**src/rtl/ql_irq_ctrl.sv**
```systemverilog
// ql_irq_ctrl - QL peripheral interrupt controller (up to 8 sources).
//
// Each source is synchronised, edge-detected with a per-source polarity,
// and latched into a pending bit under a mask. The CPU reads and acks pending
// bits, can set them from software, and can read the lowest pending index.
// Internal and external (IPC) levels merge onto the 68008 active-low IPL lines.
//
// Optional feature: define IRQ_OVERRUN_EN for per-source overrun flags and a
// saturating overrun counter on register 2. If it is undefined, register 2
// reads 0.
//
// Ports:
//   clk        system clock
//   reset      asynchronous, active-high
//   cen        bus clock enable, gates register writes
//   src        raw asynchronous interrupt sources [NUM_SRC-1:0]
//   ext_ipl_n  external IPL request (IPC), active low
//   ipl_n      merged IPL to CPU, active low, registered
//   irq        OR of pending bits
//   cpu_sel    register block selected
//   cpu_wr     write strobe
//   cpu_addr   register index
//   cpu_ds     data strobes, active low ([1]=upper byte, [0]=lower byte)
//   cpu_din    write data
//   cpu_dout   read data, combinational from cpu_addr
//
// Register map:
//   0  R: {mask, pending}      W: hi -> mask, lo -> write-1-to-clear pending
//   1  R: {pol, synced src}    W: hi -> pol (lo ignored)
//   2  R: {ovr_cnt, ovr}       W: any write clears ovr_cnt (IRQ_OVERRUN_EN)
//   3  R: {any, 12'b0, vec}    W: lo -> write-1-to-set pending (mask ignored)
module ql_irq_ctrl #(
    parameter int NUM_SRC     = 5,
    parameter int IRQ_LEVEL   = 2,
    parameter int SYNC_STAGES = 2
) (
    input  logic               clk,
    input  logic               reset,
    input  logic               cen,
    input  logic [NUM_SRC-1:0] src,
    input  logic [2:0]         ext_ipl_n,
    output logic [2:0]         ipl_n,
    output logic               irq,
    input  logic               cpu_sel,
    input  logic               cpu_wr,
    input  logic [1:0]         cpu_addr,
    input  logic [1:0]         cpu_ds,
    input  logic [15:0]        cpu_din,
    output logic [15:0]        cpu_dout
);

    localparam logic [7:0] VALID = 8'((1 << NUM_SRC) - 1);

    logic [SYNC_STAGES*NUM_SRC-1:0] sync_chain;
    logic [NUM_SRC-1:0]             s, h, edge_q;
    logic [7:0]                     edge_w;
    logic [7:0]                     mask, pol, pending;
    logic [7:0]                     ack, sw_set, set_edge;
    logic                           wr_en, wr_lo, wr_hi;
    logic [2:0]                     vec;
    logic [2:0]                     ext_lvl, int_lvl, lvl;
    logic [15:0]                    rd_ovr;

    // Synchroniser chain, newest sample in the low slice.
    if (SYNC_STAGES == 1) begin : g_sync1
        always_ff @(posedge clk or posedge reset) begin
            if (reset) sync_chain <= '0;
            else       sync_chain <= src;
        end
    end else begin : g_syncn
        always_ff @(posedge clk or posedge reset) begin
            if (reset) sync_chain <= '0;
            else       sync_chain <= {sync_chain[(SYNC_STAGES-1)*NUM_SRC-1:0], src};
        end
    end

    assign s = sync_chain[SYNC_STAGES*NUM_SRC-1 -: NUM_SRC];

    // Edges are registered before they reach the pending logic, giving a fixed
    // SYNC_STAGES+1 clock path from first sample to pending. An edge needs s to
    // change, so rewriting pol alone never fires one.
    always_ff @(posedge clk or posedge reset) begin
        if (reset) begin
            h      <= '0;
            edge_q <= '0;
        end else begin
            h      <= s;
            edge_q <= (s ^ h) & (s ^ pol[NUM_SRC-1:0]);
        end
    end

    assign edge_w   = 8'(edge_q);
    assign set_edge = edge_w & mask;

    assign wr_en  = cen & cpu_sel & cpu_wr;
    assign wr_lo  = wr_en & ~cpu_ds[0];
    assign wr_hi  = wr_en & ~cpu_ds[1];
    assign ack    = (wr_lo && cpu_addr == 2'd0) ? cpu_din[7:0] : '0;
    assign sw_set = (wr_lo && cpu_addr == 2'd3) ? (cpu_din[7:0] & VALID) : '0;

    // Sets are ORed in after the ack so a same-clock set wins.
    always_ff @(posedge clk or posedge reset) begin
        if (reset) begin
            mask    <= '0;
            pol     <= '0;
            pending <= '0;
        end else begin
            pending <= ((pending & ~ack) | set_edge | sw_set) & VALID;
            if (wr_hi && cpu_addr == 2'd0) mask <= cpu_din[15:8] & VALID;
            if (wr_hi && cpu_addr == 2'd1) pol  <= cpu_din[15:8] & VALID;
        end
    end

    assign irq = |pending;

    // Scan from the top so the lowest set bit is the last assignment.
    always_comb begin
        vec = '0;
        for (int unsigned i = 0; i < 8; i++) begin
            if (pending[7 - i]) vec = 3'(7 - i);
        end
    end

    assign ext_lvl = ~ext_ipl_n;
    assign int_lvl = irq ? 3'(IRQ_LEVEL) : 3'd0;
    assign lvl     = (ext_lvl > int_lvl) ? ext_lvl : int_lvl;

    always_ff @(posedge clk or posedge reset) begin
        if (reset) ipl_n <= 3'b111;
        else       ipl_n <= ~lvl;
    end

`ifdef IRQ_OVERRUN_EN
    logic [7:0] ovr, ovr_cnt, ovr_set;

    assign ovr_set = set_edge & pending;

    always_ff @(posedge clk or posedge reset) begin
        if (reset) begin
            ovr     <= '0;
            ovr_cnt <= '0;
        end else begin
            ovr <= ((ovr & ~ack) | ovr_set) & VALID;
            if (wr_en && cpu_addr == 2'd2)
                ovr_cnt <= '0;
            else if ((|ovr_set) && ovr_cnt != 8'hFF)
                ovr_cnt <= ovr_cnt + 8'd1;
        end
    end

    assign rd_ovr = {ovr_cnt, ovr};
`else
    assign rd_ovr = 16'h0000;
`endif

    always_comb begin
        cpu_dout = '0;
        case (cpu_addr)
            2'd0: cpu_dout = {mask, pending};
            2'd1: cpu_dout = {pol, 8'(s)};
            2'd2: cpu_dout = rd_ovr;
            2'd3: cpu_dout = irq ? {1'b1, 12'b0, vec} : 16'h0000;
            default: cpu_dout = '0;
        endcase
    end

endmodule

```
**config.mk**
```make
export PLATFORM = sky130hd
export DESIGN_NAME = ql_irq_ctrl
export DESIGN_NICKNAME = d
export VERILOG_FILES = /design/src/rtl/ql_irq_ctrl.sv
export SDC_FILE = /design/constraint.sdc
export NUM_CORES = 1
export LEC_CHECK = 0
export CAP_MARGIN = 20
export CORE_UTILIZATION = 41
export CTS_BUF_LIST = sky130_fd_sc_hd__clkbuf_16
export CTS_CLUSTER_SIZE = 10
export DETAILED_ROUTE_END_ITERATION = 10
export PLACE_DENSITY = 0.75
export SETUP_SLACK_MARGIN = 0.05
export SLEW_MARGIN = 20
export SYNTH_ARGS = -nofsm -noshare
export SYNTH_HDL_FRONTEND = slang
export SYNTH_SLANG_ARGS = --single-unit
```
**constraint.sdc**
```tcl
create_clock -name clk -period 1.7 [get_ports clk]
set_input_delay 0.255 -clock clk [delete_from_list [all_inputs] [get_ports clk]]
set_output_delay 0.255 -clock clk [all_outputs]
set_load 0.01 [all_outputs]
```
==> flow_summary.yaml <==
clock_tree:
  cts_root_buf: "clkbuf_16"
  h-tree-depth: 2
  clk_latency_ps: 280
  cts.hold.buffers_added: 0
  cts.clk_slew.worst_paths_ps: 60
  cts_sinks: 38
  cts_made_buffers: 5
  clk_path_buf_depth: 2
  cts_tree: "yes"
global_routing:
  grt_pass1_wl_mm: 6.15
  grt_pass1_vias: 1358
  grt_remaining_overflow: 0
  antenna_found_initial: 0
  grt_start_max_net_pins: 39
  grt_usage_pct: 19.9
yosys:
  yosys.area.top_type: "dfrtp_1"
  ys_types: 30
  yosysWarnings: 0
  synth-edff-count: 0
  synth_ff_type: "dfrtp_1"
  synth-seq-area-share_pct: 58.7
  avgSynthCellArea_um2: 12.1
  syn-cell-area_um2: 1630
  synthArstFlopShare_pct: 100
  synth_seq_cells: 38
  syn_inst: 134
  synth_area_leaders: "dfrtp_1, mux2_2, mux2i_1, dfstp_2, a221o_1"
  synth_top_cell_area_share_pct: 53.9
flow_run:
  maxCapViolCount: 0
setup_path:
  rr_worst_depth: 8
  crit_fanout: 2
  rr_startpoint: "pending[1]"
  path_class: "reg2out"
  crit_path_start: "pending[1]"
  crit_arrival_ps: 1640
  r2r-end: "ipl_n[1]"
  r2r_slack_ps: -170
  worstSetupStartpointType: "register"
  cp.required_ps: 1440
  cp-end-kind: "output pin"
  setup.worst_path.end: "cpu_dout[15]"
pwr:
  pwr_density_cell_nw_per_um2: 948
  p_leak_nw: 1.11
  power.total_mw: 2.30
  worst_ir_drop_vdd_v: 0.000543
route:
  viasPerCell: 5.14
  wl_mm: 3.71
  via_count: 1290
  detail-route-antenna-nets: 0
  first_iter_violations: 34
  dr.pass1.iters: 4
  drc: 0
  avgRoutedWirePerCell_um: 14.8
die:
  die_area_um2: 4220
  io_pins: 53
  start_util_pct: 43.4
  rows: 22
  die_height_um: 65.0
  core_area_um2: 3740
  dieWidth_um: 65.0
sta:
  rsz0062_at_grt: "true"
  drv_slew: 0
  fin_worst_skew_ps: 3.71
  min_period_ps: 1900
  whs_ps: 350
  fin_ws_ps: -197
  max_freq_mhz: 527
  hold_viol_final: 0
  finalSetupViolCount: 4
  finalCritPeriodShare_pct: 112
final_layout:
  drive_gt1_share_pct: 30.5
  syn_to_final_growth_pct: 49.2
  fin_area_um2: 2420
  nets: 236
  post-route-util_pct: 64.8
  diodes: 0
placed_design:
  finalWeightedCongestion: 0.818
  placed_cell_area_um2: 2230
  place_ws_ps: -335
  portBuffers: 41
  place_hpwl_mm: 2.67
min_path:
  hold_path_depth: 0
  hp-class: "reg2reg"
run_status:
  violations: "negative setup slack"
  outcome: "finished with violations"
==> logic make-up (layout without fill, tap and decap cells) <==
group | count (synthesis) | count (layout) | synth area share, %
compound gates | 24 | 24 | 11.4
fa+ha+maj | 1 | 1 | 0.770
buf+inv | 16 | 81 | 4.93
flops | 38 | 38 | 58.7
mux | 20 | 20 | 13.1
other cells | 1 | 5 | 0.231
simple gates | 34 | 34 | 10.9
==> Yosys cell counts, drive strengths merged (2+ instances only) <==
master and n:
o32ai 2, a21oi 2, clkbuf 2, a221o 5, nand4 2, nor2 12, inv 8, buf 6
dfrtp 35, mux2i 10, mux2 10, nand3b 3, nand2b 3, nand2 9, dfstp 3, o21ai 10
==> worst min path at each step <==
stage                  start             to  slack, ps
5_1_grt        sync_chain[1]  sync_chain[6]        360
4_1_cts        sync_chain[4]  sync_chain[9]        350
6_report       sync_chain[4]  sync_chain[9]        350
3_3_place_gp   sync_chain[1]  sync_chain[6]        330
3_5_place_dp   sync_chain[4]  sync_chain[9]        330
2_1_floorplan         src[0]  sync_chain[0]        290
==> flip-flops by register name, summed over array words and instances (netlist names) <==
signal and flops:
pending 5, h 5, sync_chain 10, ipl_n 3, edge_q 5, mask 5, pol 5
==> critical path, cell delays in order, from the launching register on <==
cell and delay [ps]:
dfrtp_1 380, or4_4 570, buf_6 140, nor2_4 80
nor2_1 50, buf_2 130
==> report_power, final <==
group,switching (mW),internal (mW)
logic,0.153,0.210
clock network,0.340,0.534
registers,0.0619,1.00
total,0.556,1.74
==> stage by stage <==
stage	instances	TNS, ps
after floorplan	138	-80.4
after global placement	239	-3880
after detailed placement	239	-4790
after CTS	250	-690
after global routing	251	-982
final	251	-743
==> per-layer routing <==
layer  vias up  wire length [um]  global-route usage (%)
met5         -                 0                       0
met4         0                55                    7.50
met3         6               157                    4.75
met2        42              1960                    34.6
met1       637              1540                    23.6
li1        605                 -                       -
==> layout by cell type (no fill, tap or decap), types with 6 or more instances in the layout <==
cell type,instances
inv_1,6
mux2_2,10
clkdlybuf4s50_1,28
mux2i_1,10
nor2_1,11
o21ai_0,9
dlygate4sd2_1,8
buf_4,20
dfrtp_1,35
nand2_1,8
==> area by class of cell <==
class                      instances  area (um^2)
sequential                        38          955
clock buffer                       5          125
timing repair buffer              65          577
fill                             296         1320
tap                               48         60.1
clock inverter                     3         16.3
inverter                           8         30.0
multi-input combinational         84          662
==> timing repair <==
item,in CTS,in global routing
setup endpoints to repair,13,6
pin swaps,6,5
resized for setup,33,5
setup buffers,4,1
Power figures use the tool's default switching activity.
